[src/rtl/popcount_serial.sv]
// Multi-cycle population counter: counts set (or clear) bits of a WIDTH-bit
// word CHUNK bits per clock behind valid/ready handshakes on both sides.
module popcount_serial #(
    parameter  int WIDTH = 32,
    parameter  int CHUNK = 8,
    localparam int OUT_W = $clog2(WIDTH + 1)
) (
    input  logic             clk,
    input  logic             rst_n,
    input  logic             in_valid,
    output logic             in_ready,
    input  logic [WIDTH-1:0] in_data,
    input  logic             in_invert,
    output logic             out_valid,
    input  logic             out_ready,
    output logic [OUT_W-1:0] out_count
);

    localparam int N     = WIDTH / CHUNK;
    localparam int CNT_W = (N > 1) ? $clog2(N) : 1;
    localparam int PC_W  = $clog2(CHUNK + 1);
    localparam logic [CNT_W-1:0] LAST = CNT_W'(N - 1);

    generate
        if (WIDTH < 1 || (WIDTH % CHUNK) != 0) begin : g_bad_cfg
            $error("popcount_serial: CHUNK must divide WIDTH, WIDTH >= 1");
        end
    endgenerate

    typedef enum logic [1:0] {
        IDLE,
        BUSY,
        DONE
    } state_t;

    state_t           state_q, state_d;
    logic [WIDTH-1:0] shift_q, shift_d;
    logic [OUT_W-1:0] acc_q, acc_d;
    logic [CNT_W-1:0] beat_q, beat_d;
    logic [PC_W-1:0]  chunk_cnt;

    // One shared adder tree over the low chunk of the shift register.
    always_comb begin
        chunk_cnt = '0;
        for (int i = 0; i < CHUNK; i++) begin
            chunk_cnt = chunk_cnt + PC_W'(shift_q[i]);
        end
    end

    always_comb begin
        state_d = state_q;
        shift_d = shift_q;
        acc_d   = acc_q;
        beat_d  = beat_q;
        unique case (state_q)
            IDLE: begin
                if (in_valid) begin
                    shift_d = in_invert ? ~in_data : in_data;
                    acc_d   = '0;
                    beat_d  = '0;
                    state_d = BUSY;
                end
            end
            BUSY: begin
                acc_d   = acc_q + OUT_W'(chunk_cnt);
                shift_d = shift_q >> CHUNK;
                beat_d  = beat_q + 1'b1;
                if (beat_q == LAST) begin
                    state_d = DONE;
                end
            end
            DONE: begin
                if (out_ready) begin
                    state_d = IDLE;
                end
            end
            default: state_d = IDLE;
        endcase
    end

    always_ff @(posedge clk or negedge rst_n) begin
        if (!rst_n) begin
            state_q <= IDLE;
            shift_q <= '0;
            acc_q   <= '0;
            beat_q  <= '0;
        end else begin
            state_q <= state_d;
            shift_q <= shift_d;
            acc_q   <= acc_d;
            beat_q  <= beat_d;
        end
    end

    assign in_ready  = (state_q == IDLE);
    assign out_valid = (state_q == DONE);
    assign out_count = acc_q;

endmodule

[config.mk]
export PLATFORM = sky130hd
export DESIGN_NAME = popcount_serial
export DESIGN_NICKNAME = d
export VERILOG_FILES = /design/src/rtl/popcount_serial.sv
export SDC_FILE = /design/constraint.sdc
export NUM_CORES = 1
export LEC_CHECK = 0
export BUFFER_PORTS_ARGS = -buffer_cell sky130_fd_sc_hd__buf_2
export CAP_MARGIN = 10
export CELL_PAD_IN_SITES_DETAIL_PLACEMENT = 0
export CELL_PAD_IN_SITES_GLOBAL_PLACEMENT = 1
export CORE_ASPECT_RATIO = 1.75
export CORE_MARGIN = 10
export CORE_UTILIZATION = 46
export DETAILED_ROUTE_END_ITERATION = 10
export MAX_ROUTING_LAYER = met4
export PLACE_DENSITY_LB_ADDON = 0.1
export SETUP_SLACK_MARGIN = 0.02
export SYNTH_ARGS = -nofsm -noshare
export SYNTH_HDL_FRONTEND = slang
export SYNTH_SLANG_ARGS = --single-unit
[constraint.sdc]
create_clock -name clk -period 7.3 [get_ports clk]
set_input_delay 1.095 -clock clk [delete_from_list [all_inputs] [get_ports clk]]
set_output_delay 1.095 -clock clk [all_outputs]
set_load 0.02 [all_outputs]
==> run_results.csv, run 1 <==
group,metric,value,unit
floorplanning,die_height,120.7,um
sta,fmax,298.1,MHz
flow_run,maxCapViolCount,0,
detailed_routing,wl_met2,3.430,mm
synth,synthDistinctLibCells,31,
clock_network,post-cts-setup-buffers,0,
sta,hold_slack,0.4817,ns
power,internal_power,689.3,uW
detailed_routing,post-route-drc-count,0,
layout,layout-drive-gt1-share,19.24,%
clock_network,cts_buffers,5,
setup_path,max_stage_delay,0.55,ns
layout,syn2layout_area_growth,10.24,%
detailed_routing,wl_met1,2.651,mm
synth,dominant_combinational_cell_family_by_area_after_synthesis,"compound AO/OA/AOI/OAI gates",
global_routing,initial_antenna_violation_count,0,
sta,finalCritPeriodShare,45.95,%
sta,finalWorstPathRequiredPeriod,3.354,ns
sta,finalSetupViolCount,0,
power,netSwitchingFraction,45.00,%
floorplanning,design.core.area,5585,um2
detailed_routing,dr_total_vias,2070,
global_routing,all_layer_global_routing_usage,14.53,%
detailed_routing,dr.max_layer_used,"met4",
power,cellLeakagePower,1.350,nW
global_routing,globalRoute.totalOverflow,0,
setup_path,worstPathMaxFanout,3,
detailed_routing,ant_nets,0,
global_routing,grt_start_max_net_pins,43,
setup_path,critPathKind,"reg -> reg",
placement,place.detailed.hpwl,4.547,mm
synth,synth_sequential_area_ratio,39.46,%
layout,filler_cell_count,589,
clock_network,ctsHoldBuffers,0,
detailed_routing,detail_route.first_pass.iterations,4,
sta,fin_skew,0.009817,ns
power,peakVddDrop,0.0003409,V
synth,number_of_nets_produced_by_synthesis,332,
clock_network,cts.htree.levels,2,
clock_network,cts.sinks,42,
power,power.share.clock,12.3,%
floorplanning,dieArea,9355,um2
detailed_routing,detail_route.wl_per_cell,16.36,um
sta,max_slew.worst_pin.slew,0.9680,ns
layout,most-common-layout-cells,"44 x buf_2, 42 x dfrtp_1, 36 x a21oi_1",
synth,yosys_warnings,0,
setup_path,endpoint_kind,"register",
layout,antenna_cells_inserted,0,
power,seqPwrFrac,31.9,%
layout,final_nets,365,
clock_network,max-clock-path-buffers,2,
clock_network,cts_tree,"yes",
clock_network,cts_root_buf,"clkbuf_8",
detailed_routing,drtIter0Drc,200,
placement,dpl_cell_area,2846,um2
sta,slew-limit-headroom,35.47,%
clock_network,cts_resized,0,
floorplanning,die_width,77.53,um
layout,final_cell_area,2937,um2
synth,ys_ff_latch,42,
synth,synth_xor_xnor_area_share,10.85,%
global_routing,grt_pass1_vias,2194,
sta,timing_hold_violations_final,0,
sta,slew_violations,0,
sta,final.setup.worst_slack,3.946,ns
power,power.combinational.fraction,55.9,%
clock_network,clock_latency,0.30,ns
sta,setup_tns,0,ns
floorplanning,core.rowCount,36,
global_routing,grt_first_pass_wirelength,10.84,mm
floorplanning,initial_utilization,47.69,%
detailed_routing,finalWirelength,6.428,mm
synth,netlist_instances,283,
synth,mappedNetlistArea,2664,um2
sta,rsz0062_at_grt,"false",
synth,post_synth_fa_ha_maj_area_fraction,7.046,%
synth,area_fraction_in_compound_gates_after_synthesis,21.84,%
setup_path,critical_path_data_required_time,7.48,ns
floorplanning,floorplan.io_pins,45,
setup_path,path_common_cell,"fa_1",
setup_path,worstSetupStartpointType,"register",
setup_path,data_arrival_time_at_the_worst_slack_endpoint,3.54,ns
power,total_power_density_per_cell_area,426.8,nW/um2
synth,post_synth.cell_area_avg,9.413,um2
min_path,worstHoldPathType,"reg -> reg",
setup_path,critical-path-slowest-cell,"fa_1",
power,power.switching,563.9,uW
detailed_routing,met3WireLength,179,um
setup_path,timing.critical_path.cells,"fa_1 > inv_1 > fa_1 > fa_1 > fa_1 > fa_1 > nor2b_1 > nor3_1 > o221ai_1 > o31ai_1",
detailed_routing,via_per_inst,5.267,
synth,post_synth_and_or_nand_nor_area_fraction,13.06,%
placement,port_buffers,44,
layout,layout.core_utilization,52.58,%
placement,place_worst_setup_slack,3.936,ns
clock_network,clkTransAtPathRegs,0.09,ns
placement,gp_congestion,0.8022,
synth,synthMuxAreaShare,0.3758,%
layout,layout_commonest_cell,"buf_2",
status,run_status,"finished, final reports clean",
[power by group through the flow]
stage | combinational [mW] | sequential [mW] | clock (mW)
floorplan | 0.556 | 0.398 | 0
global placement | 0.712 | 0.402 | 0
detailed placement | 0.715 | 0.402 | 0
CTS | 0.719 | 0.400 | 0.158
global route | 0.819 | 0.412 | 0.166
finish | 0.700 | 0.399 | 0.154
[cell families after synthesis]
logic type      count (synthesis)
compound gates                 99
simple gates                   64
flops                          42
xor+xnor                       33
buf+inv                        32
fa+ha+maj                      12
mux                             1
[cell type report]
cell class | instances | area, um2 | share of cell area [%]
clock buffer | 5 | 68.82 | 2.343
clock inverter | 3 | 21.27 | 0.7243
inverter | 11 | 41.29 | 1.406
multi-input combinational | 209 | 1416 | 48.23
sequential | 42 | 1051 | 35.79
tap | 76 | 95.09 | 3.238
timing repair buffer | 47 | 242.7 | 8.266
[synthesized netlist by cell type]
master / n / area (um2)
dfrtp_1: 42 / 1051
a21oi_1: 36 / 180.2
nor2b_1: 33 / 206.5
xor2_1: 27 / 236.5
o21ai_1: 21 / 105.1
a22oi_1: 18 / 135.1
nand2_1: 13 / 48.80
o21ai_0: 12 / 60.06
inv_1: 11 / 41.29
nor2_1: 10 / 37.54
buf_2: 9 / 45.04
ha_1: 7 / 87.58
xnor2_1: 6 / 52.55
fa_1: 5 / 100.1
a21oi_2: 4 / 35.03
buf_4: 4 / 30.03
and2b_1: 3 / 22.52
buf_6: 3 / 33.78
clkbuf_1: 3 / 11.26
nand2b_1: 3 / 18.77
a22o_1: 2 / 17.52
o31ai_1: 2 / 15.01
buf_12: 1 / 20.02
buf_8: 1 / 15.01
mux2i_1: 1 / 10.01
nor2b_2: 1 / 8.760
nor3_1: 1 / 5.000
o211ai_1: 1 / 7.510
o21bai_2: 1 / 11.26
o221ai_1: 1 / 8.760
o22ai_1: 1 / 6.260
[registers in the layout, summed over array words and instances, names as in the netlist]
| register | count |
|---|---|
| out_count | 6 |
| state_q | 2 |
| beat_q | 2 |
| shift_q | 32 |
[routing by layer]
metal  vias to the layer above  global-route usage (%)
li1                       1019                       -
met1                       997                   15.80
met2                        43                   25.21
met3                        11                   3.042
met4                         0                   5.734
met5                         -                       -
[worst max-delay path, delay by kind of cell (launching register included)]
family | cells | cell delay (ns)
compound gates | 2 | 0.25
buf+inv | 1 | 0.05
simple gates | 2 | 0.20
fa+ha+maj | 5 | 2.31
flops | 1 | 0.42
[per-stage QoR]
step	power, mW	std cells
after floorplan	0.9541	283
after global placement	1.114	385
after detailed placement	1.117	385
after CTS	1.276	393
after global routing	1.397	393
final	1.253	393
[worst paths after layout]
| check | slack (ns) | from | endpoint | cells past startpoint |
|---|---|---|---|---|
| max reg2reg | 3.95 | out_count[0] | out_count[4] | 10 |
| min in group asynchronous | 0.95 | rst_n | shift_q[15] | 1 |
| min | 0.48 | out_count[5] | out_count[5] | 1 |
| max | 3.95 | out_count[0] | out_count[4] | 10 |
| max in group asynchronous | 5.76 | rst_n | out_count[0] | 1 |
| min reg2reg | 0.48 | out_count[5] | out_count[5] | 1 |
(Power assumes the default switching activity.)
==> run 2, diff against run 1 <==
- CORE_UTILIZATION: 46 -> 43
- clock period: 7.3 -> 3.1 ns (I/O delays scaled with it)
==> run_results.csv, run 2 (same netlist as run 1, synthesis figures left out) <==
group,metric,value,unit
status,run_status,"finished, violations left",
status,violated_checks,"negative setup slack",
global_routing,globalRoute.totalOverflow,0,
placement,dpl_cell_area,2885,um2
sta,slew-limit-headroom,37.17,%
global_routing,grt_first_pass_wirelength,10.85,mm
clock_network,cts.htree.levels,2,
clock_network,cts.sinks,42,
floorplanning,initial_utilization,44.61,%
sta,timing_hold_violations_final,0,
global_routing,grt_start_max_net_pins,43,
sta,finalWorstPathRequiredPeriod,3.253,ns
power,internal_power,1.964,mW
setup_path,data_arrival_time_at_the_worst_slack_endpoint,3.46,ns
floorplanning,design.core.area,5972,um2
min_path,worstHoldPathType,"in -> async",
sta,setup_tns,-0.3647,ns
placement,place.detailed.hpwl,4.564,mm
setup_path,startpoint_of_the_worst_slack_reg_to_reg_timing_path,"out_count[0]",
layout,syn2layout_area_growth,14.00,%
clock_network,clkTransAtPathRegs,0.08,ns
floorplanning,dieArea,9867,um2
global_routing,grt_pass1_vias,2161,
layout,layout_commonest_cell,"buf_2",
power,cellLeakagePower,1.396,nW
sta,fin_skew,0.01105,ns
setup_path,endpoint_kind,"register",
sta,final.setup.worst_slack,-0.1529,ns
layout,multi_input_area,1455,um2
power,power.share.clock,10.4,%
clock_network,cts_tree,"yes",
global_routing,all_layer_global_routing_usage,14.30,%
detailed_routing,via_per_inst,5.132,
flow_run,maxCapViolCount,0,
setup_path,crit_start,"out_count[0]",
setup_path,worstPathMaxFanout,2,
detailed_routing,detail_route.wl_per_cell,16.28,um
setup_path,worstSetupStartpointType,"register",
sta,finalCritPeriodShare,104.9,%
detailed_routing,ant_nets,0,
layout,final_nets,372,
global_routing,initial_antenna_violation_count,0,
detailed_routing,finalWirelength,6.545,mm
sta,max_slew.worst_pin.slew,0.9425,ns
sta,rsz0062_at_grt,"true",
power,netSwitchingFraction,43.89,%
placement,port_buffers,44,
layout,register_area,1052,um2
sta,slew_violations,0,
floorplanning,floorplan.io_pins,45,
clock_network,max-clock-path-buffers,2,
floorplanning,die_width,79.50,um
clock_network,clock_latency,0.29,ns
floorplanning,core.rowCount,37,
setup_path,critical_path_data_required_time,3.31,ns
clock_network,cts_root_buf,"clkbuf_8",
placement,place_worst_setup_slack,-0.1163,ns
layout,final_cell_area,3037,um2
clock_network,ctsHoldBuffers,0,
setup_path,r2r-end,"out_count[2]",
sta,fmax,307.4,MHz
setup_path,critPathKind,"reg -> reg",
placement,dp_cells,391,
layout,largest_reg_flops,32,
power,p_total,3.501,mW
detailed_routing,dr_total_vias,2063,
clock_network,cts_buffers,5,
layout,fin_cells,402,
layout,layout-drive-gt1-share,23.46,%
detailed_routing,drtIter0Drc,153,
layout,filler_cell_count,598,
placement,gp_congestion,0.7819,
layout,layout.core_utilization,50.85,%
setup_path,r2r_slack,-0.15,ns
layout,antenna_cells_inserted,0,
power,seqPwrFrac,26.6,%
power,power.combinational.fraction,63.0,%
sta,finalSetupViolCount,3,
power,peakVddDrop,0.001260,V
sta,hold_slack,0.3096,ns
detailed_routing,post-route-drc-count,0,
floorplanning,die_height,124.1,um
setup_path,worstRegToRegCells,10,
detailed_routing,detail_route.first_pass.iterations,4,
layout,register_with_the_highest_flop_count,"shift_q",
power,power.switching,1.537,mW
layout,most-common-layout-cells,"44 x buf_2, 41 x dfrtp_1, 34 x a21oi_1",
power,total_power_density_per_cell_area,1153,nW/um2
run 2: cell types whose count changed in the layout (fill, tap and decap cells not counted), moves of 2 or more:
cell     change
buf_4        +6
a21oi_1      -2
fa_1         -2
fa_2         +2
o21ai_0      -2
run 2: worst max path at each step:
stage | cells after the start | end | slack, ns
after floorplan | 10 | out_count[4] | -0.07
after global placement | 10 | out_count[4] | -0.07
after detailed placement | 10 | out_count[4] | -0.12
after CTS | 10 | out_count[4] | -0.14
after global routing | 10 | out_count[4] | -0.31
final | 10 | out_count[2] | -0.15
run 2: worst max-delay path: stages (launching register included):
cell and delay [ns]:
dfrtp_2 0.43, fa_1 0.56, inv_2 0.04, fa_1 0.49
fa_1 0.43, fa_2 0.36, fa_2 0.36, buf_4 0.15
buf_6 0.11, xor2_2 0.13, o21ai_1 0.12
run 2: power groups by stage:
stage,combinational [mW],clock [mW],sequential (mW)
detailed placement,1.82,0,0.940
floorplan,1.33,0,0.938
finish,2.20,0.364,0.933
global route,2.52,0.403,0.962
CTS,1.83,0.374,0.932
global placement,1.77,0,0.940
run 2: routing by layer:
layer	global-route usage (%)	vias to the layer above	routed length, um
met1	15.77	984	2646
met4	4.054	0	72
li1	-	1036	-
met3	2.886	5	230
met2	25.25	38	3596
met5	-	-	0
run 2: area by class of cell:
| cell class | count | area share (%) |
|---|---|---|
| Multi-Input combinational cell | 209 | 47.92 |
| Sequential cell | 42 | 34.65 |
| Timing Repair Buffer | 54 | 9.848 |
| Tap cell | 78 | 3.214 |
| Clock buffer | 7 | 2.843 |
| Inverter | 11 | 1.360 |
| Clock inverter | 1 | 0.1648 |
run 2: timing repair:
item | in CTS | in global routing
gates resized for setup | 1 | 9
setup buffers | 1 | 2
endpoints found under the setup margin | 2 | 5
gates cloned | 0 | 0
pin swaps | 0 | 5
